==> src/rtl/ctrl_pkg.sv <==
// Shared encodings for the multi-cycle RV32I control unit: opcodes, states,
// write-back selects and branch funct3 values.
package ctrl_pkg;

  typedef enum logic [2:0] {
    FETCH  = 3'd0,
    DECODE = 3'd1,
    EXEC   = 3'd2,
    MEM    = 3'd3,
    WB     = 3'd4,
    TRAP   = 3'd5
  } state_t;

  localparam logic [6:0] OP_R      = 7'b0110011;
  localparam logic [6:0] OP_IMM    = 7'b0010011;
  localparam logic [6:0] OP_LOAD   = 7'b0000011;
  localparam logic [6:0] OP_STORE  = 7'b0100011;
  localparam logic [6:0] OP_BRANCH = 7'b1100011;
  localparam logic [6:0] OP_JALR   = 7'b1100111;
  localparam logic [6:0] OP_JAL    = 7'b1101111;
  localparam logic [6:0] OP_LUI    = 7'b0110111;
  localparam logic [6:0] OP_AUIPC  = 7'b0010111;

  localparam logic [1:0] WS_ALU = 2'b00;
  localparam logic [1:0] WS_MEM = 2'b01;
  localparam logic [1:0] WS_PC4 = 2'b10;
  localparam logic [1:0] WS_IMM = 2'b11;

  localparam logic [2:0] F3_BEQ  = 3'b000;
  localparam logic [2:0] F3_BNE  = 3'b001;
  localparam logic [2:0] F3_BLT  = 3'b100;
  localparam logic [2:0] F3_BGE  = 3'b101;
  localparam logic [2:0] F3_BLTU = 3'b110;
  localparam logic [2:0] F3_BGEU = 3'b111;

  function automatic logic is_legal(input logic [6:0] op);
    case (op)
      OP_R, OP_IMM, OP_LOAD, OP_STORE, OP_BRANCH,
      OP_JALR, OP_JAL, OP_LUI, OP_AUIPC: is_legal = 1'b1;
      default:                           is_legal = 1'b0;
    endcase
  endfunction

endpackage

==> src/rtl/imm_gen.sv <==
// Immediate generator: selects the I/S/B/U/J field layout from the opcode and
// sign-extends the result to XLEN.
module imm_gen
  import ctrl_pkg::*;
#(
  parameter int XLEN = 32
) (
  input  logic [31:0]     ir,
  output logic [XLEN-1:0] imm
);

  logic [31:0] raw;

  always_comb begin
    raw = '0;
    case (ir[6:0])
      // shift-immediates carry only the 5-bit shamt; funct7 must not leak in
      OP_IMM:           raw = (ir[13:12] == 2'b01) ? {27'd0, ir[24:20]}
                                                   : {{20{ir[31]}}, ir[31:20]};
      OP_LOAD, OP_JALR: raw = {{20{ir[31]}}, ir[31:20]};
      OP_STORE:         raw = {{20{ir[31]}}, ir[31:25], ir[11:7]};
      OP_BRANCH:        raw = {{19{ir[31]}}, ir[31], ir[7], ir[30:25], ir[11:8], 1'b0};
      OP_LUI, OP_AUIPC: raw = {ir[31:12], 12'd0};
      OP_JAL:           raw = {{11{ir[31]}}, ir[31], ir[19:12], ir[20], ir[30:21], 1'b0};
      default:          raw = '0;
    endcase
  end

  assign imm = XLEN'($signed(raw));

endmodule

==> src/rtl/multicycle_control.sv <==
// Multi-cycle RV32I control unit: sequences each instruction with ready
// handshakes to instruction/data memory and drives all datapath selects.
//
// state  | meaning
// FETCH  | request instruction, latch ir on imem_ready
// DECODE | latch immediate, check opcode
// EXEC   | drive ALU selects, resolve branches
// MEM    | data access held until dmem_ready
// WB     | register write and PC update
// TRAP   | illegal opcode seen, halted until reset
module multicycle_control
  import ctrl_pkg::*;
#(
  parameter int          XLEN     = 32,
  parameter logic [31:0] RESET_IR = 32'h0000_0013,
  parameter bit          EN_TRAP  = 1'b1
) (
  input  logic            clk,
  input  logic            rst_n,
  input  logic [31:0]     imem_rdata,
  input  logic            imem_ready,
  input  logic            dmem_ready,
  input  logic            eq,
  input  logic            lt,
  input  logic            ltu,
  output logic            imem_req,
  output logic            dmem_req,
  output logic [31:0]     ir,
  output logic [XLEN-1:0] imm,
  output logic            data_a_sel,
  output logic            data_b_sel,
  output logic            pc_we,
  output logic            pc_sel,
  output logic            reg_we,
  output logic [1:0]      write_sel,
  output logic [3:0]      alu_mode,
  output logic [3:0]      ram_mode,
  output logic            illegal,
  output logic [2:0]      state_dbg
);

  state_t          state, state_nx;
  logic [XLEN-1:0] imm_nx;
  logic [6:0]      opcode;
  logic [2:0]      f3;
  logic            is_store, is_mem, taken;

  assign opcode    = ir[6:0];
  assign f3        = ir[14:12];
  assign is_store  = (opcode == OP_STORE);
  assign is_mem    = (opcode == OP_LOAD) || is_store;
  assign state_dbg = state;

  imm_gen #(.XLEN(XLEN)) u_imm_gen (
    .ir  (ir),
    .imm (imm_nx)
  );

  always_ff @(posedge clk or negedge rst_n) begin
    if (!rst_n) begin
      state   <= FETCH;
      ir      <= RESET_IR;
      imm     <= '0;
      illegal <= 1'b0;
    end else begin
      state <= state_nx;
      if (state == FETCH && imem_ready) ir <= imem_rdata;
      if (state == DECODE) imm <= imm_nx;
      if (state_nx == TRAP) illegal <= 1'b1;
    end
  end

  always_comb begin
    case (f3)
      F3_BEQ:  taken = eq;
      F3_BNE:  taken = ~eq;
      F3_BLT:  taken = lt;
      F3_BGE:  taken = ~lt;
      F3_BLTU: taken = ltu;
      F3_BGEU: taken = ~ltu;
      default: taken = 1'b0;
    endcase
  end

  always_comb begin
    state_nx   = state;
    imem_req   = 1'b0;
    dmem_req   = 1'b0;
    pc_we      = 1'b0;
    pc_sel     = 1'b0;
    reg_we     = 1'b0;
    write_sel  = WS_ALU;
    data_a_sel = 1'b0;
    data_b_sel = 1'b0;
    alu_mode   = 4'd0;
    ram_mode   = 4'd0;
    case (state)
      FETCH: begin
        imem_req = 1'b1;
        if (imem_ready) state_nx = DECODE;
      end
      DECODE: begin
        if (is_legal(opcode)) begin
          state_nx = EXEC;
        end else if (EN_TRAP) begin
          state_nx = TRAP;
        end else begin
          pc_we    = 1'b1;
          state_nx = FETCH;
        end
      end
      EXEC: begin
        if (opcode == OP_BRANCH) begin
          pc_we    = 1'b1;
          pc_sel   = taken;
          state_nx = FETCH;
        end else begin
          state_nx = is_mem ? MEM : WB;
        end
      end
      MEM: begin
        dmem_req = 1'b1;
        if (dmem_ready) begin
          if (is_store) begin
            pc_we    = 1'b1;
            state_nx = FETCH;
          end else begin
            state_nx = WB;
          end
        end
      end
      WB: begin
        reg_we   = (ir[11:7] != 5'd0);
        pc_we    = 1'b1;
        pc_sel   = (opcode == OP_JAL) || (opcode == OP_JALR);
        state_nx = FETCH;
        case (opcode)
          OP_LOAD:         write_sel = WS_MEM;
          OP_JAL, OP_JALR: write_sel = WS_PC4;
          OP_LUI:          write_sel = WS_IMM;
          default:         write_sel = WS_ALU;
        endcase
      end
      TRAP:    state_nx = TRAP;
      default: state_nx = FETCH;
    endcase

    // datapath selects depend only on ir, so they stay put from EXEC to WB
    if (state inside {EXEC, MEM, WB}) begin
      case (opcode)
        OP_R:   alu_mode = {f3, ir[30]};
        OP_IMM: begin
          alu_mode   = {f3, (f3 == 3'b101) ? ir[30] : 1'b0};
          data_b_sel = 1'b1;
        end
        OP_LOAD, OP_STORE: begin
          data_b_sel = 1'b1;
          ram_mode   = {f3, is_store};
        end
        OP_JALR: data_b_sel = 1'b1;
        OP_AUIPC, OP_JAL, OP_BRANCH: begin
          data_a_sel = 1'b1;
          data_b_sel = 1'b1;
        end
        default: ;
      endcase
    end
  end

endmodule

==> config.mk <==
export PLATFORM = sky130hd
export DESIGN_NAME = multicycle_control
export DESIGN_NICKNAME = d
export VERILOG_FILES = /design/src/rtl/ctrl_pkg.sv /design/src/rtl/imm_gen.sv /design/src/rtl/multicycle_control.sv
export SDC_FILE = /design/constraint.sdc
export NUM_CORES = 1
export LEC_CHECK = 0
export CORE_MARGIN = 3
export CORE_UTILIZATION = 44
export CTS_BUF_LIST = sky130_fd_sc_hd__clkbuf_8 sky130_fd_sc_hd__clkbuf_16
export DETAILED_ROUTE_END_ITERATION = 10
export PLACE_DENSITY = 0.87
export RECOVER_POWER = 100
export SLEW_MARGIN = 10
export SYNTH_ARGS = -nofsm -noshare
export SYNTH_HDL_FRONTEND = slang
export SYNTH_SLANG_ARGS = --single-unit
==> constraint.sdc <==
create_clock -name clk -period 2.3 [get_ports clk]
set_input_delay 0.575 -clock clk [delete_from_list [all_inputs] [get_ports clk]]
set_output_delay 0.575 -clock clk [all_outputs]
set_load 0.02 [all_outputs]
==> flow_summary.toml <==
[worst_setup_path]
reg2reg_depth = 5
worstPathMaxFanout = 12
startpoint_type = "register"
rr_startpoint = "state_dbg[2]$_DFF_PN0_"
rrSetupSlack_ps = 110
end_kind = "output pin"
worst_r2r_endpoint = "ir[23]$_DFFE_PN0P_"
crit_arrival_ps = 1790
worst-setup-path-type = "reg -> out"
cp.required_ps = 1730
critPathLaunch = "ir[2]$_DFFE_PN0P_"

[logic_synthesis]
syn_area_um2 = 3300
synth-seq-cells = 68
synth-edff-count = 0
yosysUniqueCellTypes = 54
synth.avg_cell_area_um2 = 10.1
syn_inst = 326
synth.largest_area_cell = "dfrtp_1"
yosysTopAreaCellShare = 0.493
yosysSeqAreaShare = 0.517
synth_ff_type = "dfrtp_1"
synth_nets = 365
ys_async_sr_fraction = 1.00
synth_area_leaders = "dfrtp_1, mux2_2, nand2_1"
yosys_warnings = 0

[finish]
fill_cells = 535
area_growth_pct = 60.0
fin_nets = 530
finalNonFillerCells = 591
final_common_cell = "clkdlybuf4s50_1"
drive_gt1_frac = 0.303
mostFrequentLayoutCells = "clkdlybuf4s50_1, dfrtp_1, buf_4, nand2_1, mux2_2"
diodes = 0

[worst_hold_path]
holdPathEnd = "illegal$_DFFE_PN0N_"
hold_start = "illegal$_DFFE_PN0N_"
hp-class = "reg -> reg"
holdPathStages = 1

[die]
ios = 124
dieArea_um2 = 8580
rows = 30
core_um2 = 7020
die_h_um = 92.6
die_w_um = 92.6
start_util = 0.470

[route]
ant_nets = 0
vias = 3188
vias_per_cell = 5.39
firstDrtPassIters = 4
finalWirelength_um = 10300
wl_per_cell_um = 17.4
first_iter_violations = 189
drc = 0

[place]
dp.cells = 573
dpl.hpwl_um = 7640
gp_congestion = 0.871
port_buffers = 123

[run]
maxCapViolations = 0

[global_routing]
gr-total-overflow = 0
grt_start_max_net_pins = 47
grt_pass1_vias = 3378
grt_usage = 0.245
antenna_found_initial = 0
grt_pass1_wl_um = 16700

[sta]
slew_viol_final = 0
finalHoldViolCount = 0
final.setup.worst_slack_ps = -62.1
period_minus_slack_ps = 2360
max_freq_mhz = 423
skew_ps = 11.9
slew_headroom = 0.144
timing.final.crit_share = 1.03
whs_ps = 476
setup_viol = 8
worst_slew_pin_slew_ps = 1280
rsz0062_at_grt = "yes"

[clocking]
clock-root-buffer = "clkbuf_8"
numCtsBuffers = 9
clock_latency_ps = 330
htreeDepth = 3
clkSinkCount = 68
tritoncts = "done"
clock_tree.buffer_depth = 2
hold_buffers = 0
path_clk_slew_ps = 80

[run_status]
failed_checks = "negative setup slack"
status = "complete, but fails checks"

[power]
cellPowerDensity_nw_per_um2 = 1230
ir_worst_vdd_mv = 0.596
p_leak_nw = 2.24
[critical path, cell delays in order (launching register included)]
cell and delay (ps):
dfrtp_1 400, buf_4 190, nor3_1 190, nor3b_2 230, buf_4 160, and3_4 180
buf_6 110
[final cells by class]
cell class,count,area [µm²],share of cell area
clock buffers,9,124,0.0235
clock inverters,6,136,0.0258
inverters,5,18.8,0.00355
multi-input cells,231,1570,0.298
flip-flops and latches,68,1710,0.323
well taps,96,120,0.0227
repair buffers,176,1600,0.303
[per-layer routing]
metal | GRT usage | up-vias | share of wire
met5 | 0 | - | 0
met4 | 0.0891 | 0 | 0.013
met3 | 0.0707 | 12 | 0.085
met2 | 0.424 | 126 | 0.51
met1 | 0.288 | 1559 | 0.39
li1 | - | 1491 | -
[cells in the mapped netlist, drive strengths merged, types with 2 or more instances]
| cell | n |
|---|---|
| nand2b | 4 |
| dfstp | 3 |
| inv | 5 |
| nor3 | 11 |
| clkbuf | 8 |
| buf | 14 |
| dfrtp | 65 |
| a21oi | 28 |
| o31ai | 3 |
| mux2 | 28 |
| nor4 | 2 |
| a22o | 6 |
| xnor2 | 2 |
| nor2b | 2 |
| nand3 | 5 |
| a22oi | 4 |
| nor2 | 17 |
| and2 | 10 |
| nand2 | 44 |
| and3 | 3 |
| a31o | 3 |
| o21ai | 36 |
| a2bb2oi | 2 |
[report_power, final]
group          internal [mW]  switching [mW]
combinational           1.60            1.68
sequential              1.55           0.373
clock                  0.828           0.458
[flip-flops by register name, indices dropped and copies added, names as in the netlist]
register / count
illegal: 1
state_dbg: 3
ir: 32
imm: 32
[timing repair]
action                                  4_1_cts  5_1_grt
buffers inserted                              3        0
gates resized for setup                      90       23
endpoints found under the setup margin       17       15
pin swaps                                     6        9
[cell families (layout without fill, tap and decap cells)]
family,Yosys count,in the layout,share of synthesized area
AOI/OAI and AO/OA,93,93,0.179
muxes,29,29,0.0986
and+or+nand+nor,107,107,0.162
xor gates and xnor gates,2,2,0.00531
buffers and inverters,27,196,0.0390
DFF,68,68,0.517
[metrics by stage]
step	util	area (µm²)	power (mW)	worst slack, ps	TNS [ps]
6_report	0.752	5280	6.49	-62.1	-223
5_1_grt	0.752	5280	6.83	-137	-1140
4_1_cts	0.746	5240	6.46	-109	-256
3_5_place_dp	0.705	4950	5.08	-590	-3230
3_3_place_gp	0.705	4950	5.00	-573	-2890
2_1_floorplan	-	3310	3.47	0.533	0
[worst max-delay path by stage]
stage / to / slack (ps) / cells past startpoint
after floorplan: write_sel[1] / 0.5 / 6
after global placement: pc_sel / -570 / 6
after detailed placement: pc_sel / -590 / 6
after CTS: pc_sel / -110 / 5
after global routing: write_sel[0] / -140 / 7
final: alu_mode[0] / -60 / 6
Power figures use the tool's default switching activity.
